[config.mk]
export PLATFORM = sky130hd
export DESIGN_NAME = wts_ram_arbiter
export DESIGN_NICKNAME = d
export VERILOG_FILES = /design/src/rtl/wts_ram_arbiter.sv
export SDC_FILE = /design/constraint.sdc
export NUM_CORES = 1
export LEC_CHECK = 0
export BUFFER_PORTS_ARGS = -buffer_cell sky130_fd_sc_hd__buf_2
export CORE_MARGIN = 2
export CORE_UTILIZATION = 47
export DETAILED_ROUTE_END_ITERATION = 16
export GPL_TIMING_DRIVEN = 0
export PLACE_DENSITY_LB_ADDON = 0.12
export SYNTH_ARGS = -nofsm -noshare
export SYNTH_HDL_FRONTEND = slang
export SYNTH_SLANG_ARGS = --single-unit
[constraint.sdc]
create_clock -name clk -period 2.1 [get_ports clk]
set_clock_uncertainty 0.15 [all_clocks]
set_input_delay 0.42 -clock clk [delete_from_list [all_inputs] [get_ports clk]]
set_output_delay 0.42 -clock clk [all_outputs]
set_load 0.01 [all_outputs]
[src/rtl/wts_ram_arbiter.sv]
// rtl/wts_ram_arbiter.sv - CPU / channel-fetch arbiter for the wave-table SRAM port
module wts_ram_arbiter #(
    parameter int         RAM_WORDS    = 384,
    parameter logic [7:0] CPU_OOR_DATA = 8'hFF,
    parameter logic [7:0] CH_OOR_DATA  = 8'h00
) (
    input  logic       clk,
    input  logic       reset,
    input  logic       cpu_req,
    input  logic       cpu_we,
    input  logic [8:0] cpu_a,
    input  logic [7:0] cpu_d,
    output logic       cpu_ack,
    output logic [7:0] cpu_q,
    output logic       cpu_q_valid,
    input  logic       ch_req,
    input  logic [3:0] ch_num,
    input  logic [4:0] ch_ptr,
    output logic       ch_ack,
    output logic [7:0] ch_q,
    output logic [3:0] ch_q_num,
    output logic       ch_q_valid,
    output logic       sram_we,
    output logic [8:0] sram_a,
    output logic [7:0] sram_d,
    input  logic [7:0] sram_q
);

    typedef enum logic {LAST_CH, LAST_CPU} arb_state_e;

    arb_state_e state_q, state_d;

    logic       grant_cpu, grant_ch, grant_any;
    logic [8:0] ch_addr, acc_addr;
    logic       cpu_oor, ch_oor, acc_oor, acc_we;

    logic       sram_we_q, sram_we_d;
    logic [8:0] sram_a_q, sram_a_d;
    logic [7:0] sram_d_q, sram_d_d;

    // Read tag for stage 1 (RAM address cycle) and stage 2 (RAM data cycle)
    logic       s1_vld_q, s1_vld_d, s1_cpu_q, s1_cpu_d, s1_oor_q, s1_oor_d;
    logic [3:0] s1_num_q, s1_num_d;
    logic       s2_vld_q, s2_cpu_q, s2_oor_q;
    logic [3:0] s2_num_q;

    logic       cpu_q_valid_q, ch_q_valid_q;
    logic [7:0] cpu_q_q, ch_q_q;
    logic [3:0] ch_q_num_q;

    assign ch_addr = {ch_num, ch_ptr};
    assign cpu_oor = 32'(cpu_a) >= RAM_WORDS;
    assign ch_oor  = 32'(ch_addr) >= RAM_WORDS;

    // Acks are combinational, so they are held off explicitly while reset is asserted
    always_comb begin
        grant_cpu = 1'b0;
        grant_ch  = 1'b0;
        state_d   = state_q;
        if (!reset) begin
            if (cpu_req && (!ch_req || state_q == LAST_CH)) begin
                grant_cpu = 1'b1;
                state_d   = LAST_CPU;
            end else if (ch_req) begin
                grant_ch = 1'b1;
                state_d  = LAST_CH;
            end
        end
    end

    assign grant_any = grant_cpu | grant_ch;
    assign acc_addr  = grant_cpu ? cpu_a : ch_addr;
    assign acc_oor   = grant_cpu ? cpu_oor : ch_oor;
    assign acc_we    = grant_cpu & cpu_we;

    always_comb begin
        sram_we_d = grant_any & acc_we & ~acc_oor;
        sram_a_d  = (grant_any && !acc_oor) ? acc_addr : 9'd0;
        sram_d_d  = (grant_any && acc_we && !acc_oor) ? cpu_d : 8'd0;
        s1_vld_d  = grant_any & ~acc_we;
        s1_cpu_d  = grant_cpu;
        s1_oor_d  = acc_oor;
        s1_num_d  = grant_ch ? ch_num : 4'd0;
    end

    always_ff @(posedge clk or posedge reset) begin
        if (reset) begin
            state_q   <= LAST_CH;
            sram_we_q <= 1'b0;
            sram_a_q  <= 9'd0;
            sram_d_q  <= 8'd0;
            s1_vld_q  <= 1'b0;
            s1_cpu_q  <= 1'b0;
            s1_oor_q  <= 1'b0;
            s1_num_q  <= 4'd0;
            s2_vld_q  <= 1'b0;
            s2_cpu_q  <= 1'b0;
            s2_oor_q  <= 1'b0;
            s2_num_q  <= 4'd0;
        end else begin
            state_q   <= state_d;
            sram_we_q <= sram_we_d;
            sram_a_q  <= sram_a_d;
            sram_d_q  <= sram_d_d;
            s1_vld_q  <= s1_vld_d;
            s1_cpu_q  <= s1_cpu_d;
            s1_oor_q  <= s1_oor_d;
            s1_num_q  <= s1_num_d;
            s2_vld_q  <= s1_vld_q;
            s2_cpu_q  <= s1_cpu_q;
            s2_oor_q  <= s1_oor_q;
            s2_num_q  <= s1_num_q;
        end
    end

    // sram_q belongs to the stage-2 access; OOR accesses substitute fixed data
    always_ff @(posedge clk or posedge reset) begin
        if (reset) begin
            cpu_q_valid_q <= 1'b0;
            cpu_q_q       <= 8'd0;
            ch_q_valid_q  <= 1'b0;
            ch_q_q        <= 8'd0;
            ch_q_num_q    <= 4'd0;
        end else begin
            cpu_q_valid_q <= s2_vld_q & s2_cpu_q;
            ch_q_valid_q  <= s2_vld_q & ~s2_cpu_q;
            if (s2_vld_q && s2_cpu_q) begin
                cpu_q_q <= s2_oor_q ? CPU_OOR_DATA : sram_q;
            end
            if (s2_vld_q && !s2_cpu_q) begin
                ch_q_q     <= s2_oor_q ? CH_OOR_DATA : sram_q;
                ch_q_num_q <= s2_num_q;
            end
        end
    end

    assign cpu_ack     = grant_cpu;
    assign ch_ack      = grant_ch;
    assign sram_we     = sram_we_q;
    assign sram_a      = sram_a_q;
    assign sram_d      = sram_d_q;
    assign cpu_q       = cpu_q_q;
    assign cpu_q_valid = cpu_q_valid_q;
    assign ch_q        = ch_q_q;
    assign ch_q_num    = ch_q_num_q;
    assign ch_q_valid  = ch_q_valid_q;

endmodule

# After elaboration in Yosys (flattened, before gate mapping)
# Index checks and enable logic that the tools add are counted.
dict set report word_totals {
  regBits 55
  out_inout_bits 42
}
dict set report op_classes {
  n_lt_le_gt_ge 2
  muxes 14
  bitwise 12
  n_reduce_logical 12
}
# operator count
set op_table {}
lappend op_table {{$mux 8} 3}
lappend op_table {{$ge 9x9->1 const B} 2}
lappend op_table {{$mux 9} 2}
lappend op_table {{$mux 1} 8}
lappend op_table {{$and 1x1->1} 6}
lappend op_table {{$logic_and 1x1->1} 6}
lappend op_table {{$not 1->1} 5}
lappend op_table {{$mux 4} 1}
lappend op_table {{$logic_not 1->1} 3}
lappend op_table {{$reduce_and 2->1} 1}
lappend op_table {{$reduce_bool 2->1} 1}
lappend op_table {{$logic_or 1x1->1} 1}
lappend op_table {{$or 1x1->1} 1}

# Depth between registers and ports, before layout
dict set report depth {
  word_depth 9
  depth_mapped 5
}

# Worst setup path before layout
# No wires, ideal clock.
dict set report synth_timing {
  path_type {reg2out}
  from {register state_q}
  to {output cpu_ack}
  arrival_time_ps 890
  slack_ps 640
  stages_incl_launch_ff 3
  cell_sequence {dfrtp_1 -> a211oi_2 -> buf_4}
}
dict set report synth_between {
  elab_chain_len 5
}
# item line_no
set synth_rtl {}
lappend synth_rtl {{start: declaration} 31} ;# arb_state_e state_q, state_d;
lappend synth_rtl {{start signal: assignment} 101} ;# state_q <= state_d;
lappend synth_rtl {{$not 1->1} 61} ;# if (cpu_req && (!ch_req || state_q == LAST_CH)) begin
lappend synth_rtl {{$logic_or 1x1->1} 61}
lappend synth_rtl {{$logic_and 1x1->1} 61}
lappend synth_rtl {{$mux 1} 61}
lappend synth_rtl {{$mux 1} 60} ;# if (!reset) begin
lappend synth_rtl {{end: declaration} 13} ;# output logic cpu_ack,
# Every way passes these cells.

# Worst setup path in the final report
# Ends and elaborated chain as after synthesis.

==> impl_metrics.py <==
metrics = {
    "outcome": {
        "status": "finished, final reports clean",
    },
    "sta": {
        "relSlewSlack": 0.645,
        "worst_pin_slew_ns": 0.533,
        "hold_viol_final": 0,
        "slew_viol_final": 0,
        "fin_ws_ns": 0.107,
        "setup_violations": 0,
        "fmax_mhz": 502,
        "rsz0062_at_grt": "false",
        "fin_crit_ns": 1.99,
        "fin_crit_sh": 0.949,
    },
    "global_routing": {
        "grt_pass1_vias": 1467,
        "top_usage_layer": "met2",
        "grt_max_degree": 39,
        "use_met2": 0.280,
        "antenna_found_initial": 0,
        "met3_usage": 0.0451,
        "grt_overflow_total": 0,
        "grtUsageTotal": 0.170,
        "gr-usage-met1": 0.217,
        "grt_pass1_wl_um": 6620,
    },
    "clocking": {
        "cts.path.max_buffers": 2,
        "clk_pin_slew_ns": 0.10,
        "insertion_delay_ns": 0.30,
        "clkSinkCount": 55,
        "tritoncts": "yes",
        "cts_made_buffers": 5,
        "postCtsSetupRepairBufs": 0,
        "htree_levels": 2,
        "clockRootBuffer": "clkbuf_8",
    },
    "placement": {
        "gp_congestion": 0.781,
        "place_ws_ns": 0.255,
        "dp_cells": 289,
        "port_buffers": 80,
        "place_hpwl_um": 2860,
    },
    "critical_path": {
        "worstSetupEndpointType": "output pin",
        "crit_fanout": 11,
        "critPathTopFamily": "flip-flops",
        "crit_chain": "a211oi_2 -> buf_4 -> buf_2",
        "critical_path_class": "flop to output pin",
        "critPathRequiredTime_ns": 1.53,
        "cpPeakStageDelay_ns": 0.45,
        "path_buf_inv": 2,
        "cp_slowest_cell": "dfrtp_1",
        "cp-start-kind": "flop",
        "arrival_ns": 1.42,
    },
    "drt": {
        "num_vias": 1457,
        "drc": 0,
        "drt.antenna.violating_nets": 0,
        "first_pass_iters": 4,
        "via_per_inst": 4.91,
        "routed_wl_um": 3830,
        "avgRoutedWirePerCell_um": 12.9,
        "drt_iter0_drc": 133,
    },
    "synthesis": {
        "synth-main-ff-cell": "dfrtp_1",
        "synth.ff_latch_count": 55,
        "synth-edff-count": 0,
        "synthesis.nets": 197,
        "yosysMostFrequentCell": "dfrtp_1",
        "yosys_warnings": 0,
        "synthArstFlopShare": 1.00,
        "ys_types": 22,
        "ys_seq_area_frac": 0.683,
        "synthTopCellsByCount": "dfrtp_1 (55), nor2_1 (16), nand2_1 (10), nand2b_1 (10)",
        "synth_area_um2": 2010,
        "syn_area_per_cell_um2": 12.7,
        "synth_top_area_cell": "dfrtp_1",
        "syn_inst": 158,
        "netlist_top_cells_area": "dfrtp_1 (68%), a32o_1 (4.5%), nand2b_1 (3.1%)",
        "yosys.area.top_type_share": 0.683,
    },
    "power_and_ir_drop": {
        "ir_drop_v": 0.000517,
        "p_per_area_nw_per_um2": 864,
        "leakage_uw": 0.00142,
    },
    "die": {
        "dieArea_um2": 4830,
        "core_um2": 4060,
        "start_util": 0.496,
        "die_x_um": 69.5,
        "boundaryPins": 81,
        "rows": 23,
        "die_h_um": 69.5,
    },
    "finish": {
        "layout.nets": 285,
        "antenna_cells": 0,
        "drive_gt1_frac": 0.417,
        "fin_cells": 297,
        "syn_to_final_growth_pct": 30.1,
    },
    "min_path": {
        "hold_class": "input port to asynchronous set/reset pin",
    },
    "flow_run": {
        "drv_cap": 0,
    },
}
==> area by class of cell <==
type	count	area (µm²)
flip-flops and latches	55	1380
clock inverters	3	47.5
fillers	341	1440
clock buffers	5	68.8
repair buffers	81	420
well taps	50	62.6
inverters	7	26.3
plain buffers	7	33.8
multi-input cells	89	584
==> sequential cells by signal (all words and copies together) (netlist names), 4 cells and up <==
name      flops
sram_a        9
sram_d        8
s2_num_q      4
ch_q_num      4
ch_q          8
s1_num_q      4
cpu_q         8
==> repair_timing <==
action	CTS	global route
hold endpoints to repair	0	0
hold buffers	0	0
gates resized for setup	0	1
endpoints found under the setup margin	0	2
==> per-layer routing <==
layer	wire, µm	up-vias
met5	0	-
met4	78	0
met3	211	7
met2	1840	50
met1	1700	688
li1	-	712
==> per-stage QoR <==
step	utilization	instance area [µm²]	TNS [ns]	hold WS (ns)	power, µW
2_1_floorplan	-	2010	0	0.181	1410
3_3_place_gp	0.611	2480	-29.70	0.181	1570
3_5_place_dp	0.615	2500	0	0.186	1590
4_1_cts	0.644	2610	0	0.0340	2290
5_1_grt	0.646	2620	0	0.0756	2390
6_report	0.646	2620	0	0.0451	2260
==> where the power goes <==
group | internal (µW) | switching, µW
logic | 157 | 196
clock network | 362 | 344
registers | 1160 | 46.2
==> worst paths after layout <==
| path | startpoint | to | slack [ns] | cells past startpoint |
|---|---|---|---|---|
| max | state_q | cpu_ack | 0.11 | 3 |
| min | reset | s1_num_q[3] | 0.05 | 2 |
| max reg2reg | state_q | sram_d[1] | 0.61 | 2 |
| min reg2reg | s1_num_q[0] | s2_num_q[0] | 0.20 | 0 |
| max in group asynchronous | reset | sram_d[1] | 1.24 | 3 |
| min in group clk | ch_ptr[4] | sram_a[4] | 0.18 | 2 |
==> placed cells by master, fill, tap and decap left out, types with 5 or more instances in the layout <==
| cell type | count |
|---|---|
| a32o_1 | 9 |
| buf_2 | 83 |
| and3_1 | 8 |
| nor2_1 | 16 |
| inv_1 | 5 |
| clkbuf_8 | 5 |
| dfrtp_1 | 55 |
| a21oi_1 | 8 |
| nand2b_1 | 10 |
| and2_1 | 6 |
| o21ai_0 | 9 |
| nand2_1 | 10 |
==> worst reg2reg max path, stage by stage, from the launching register on <==
cell and delay (ns):
dfrtp_1 0.45, a2111oi_4 0.60, and3_1 0.23
==> cells by family after synthesis <==
kind of cell	after synthesis	synth area share
buffers and inverters	14	0.0298
and+or+nand+nor	55	0.149
muxes	5	0.0273
AOI/OAI and AO/OA	29	0.111
DFF	55	0.683
No activity file was read; power rests on OpenSTA's default activity.
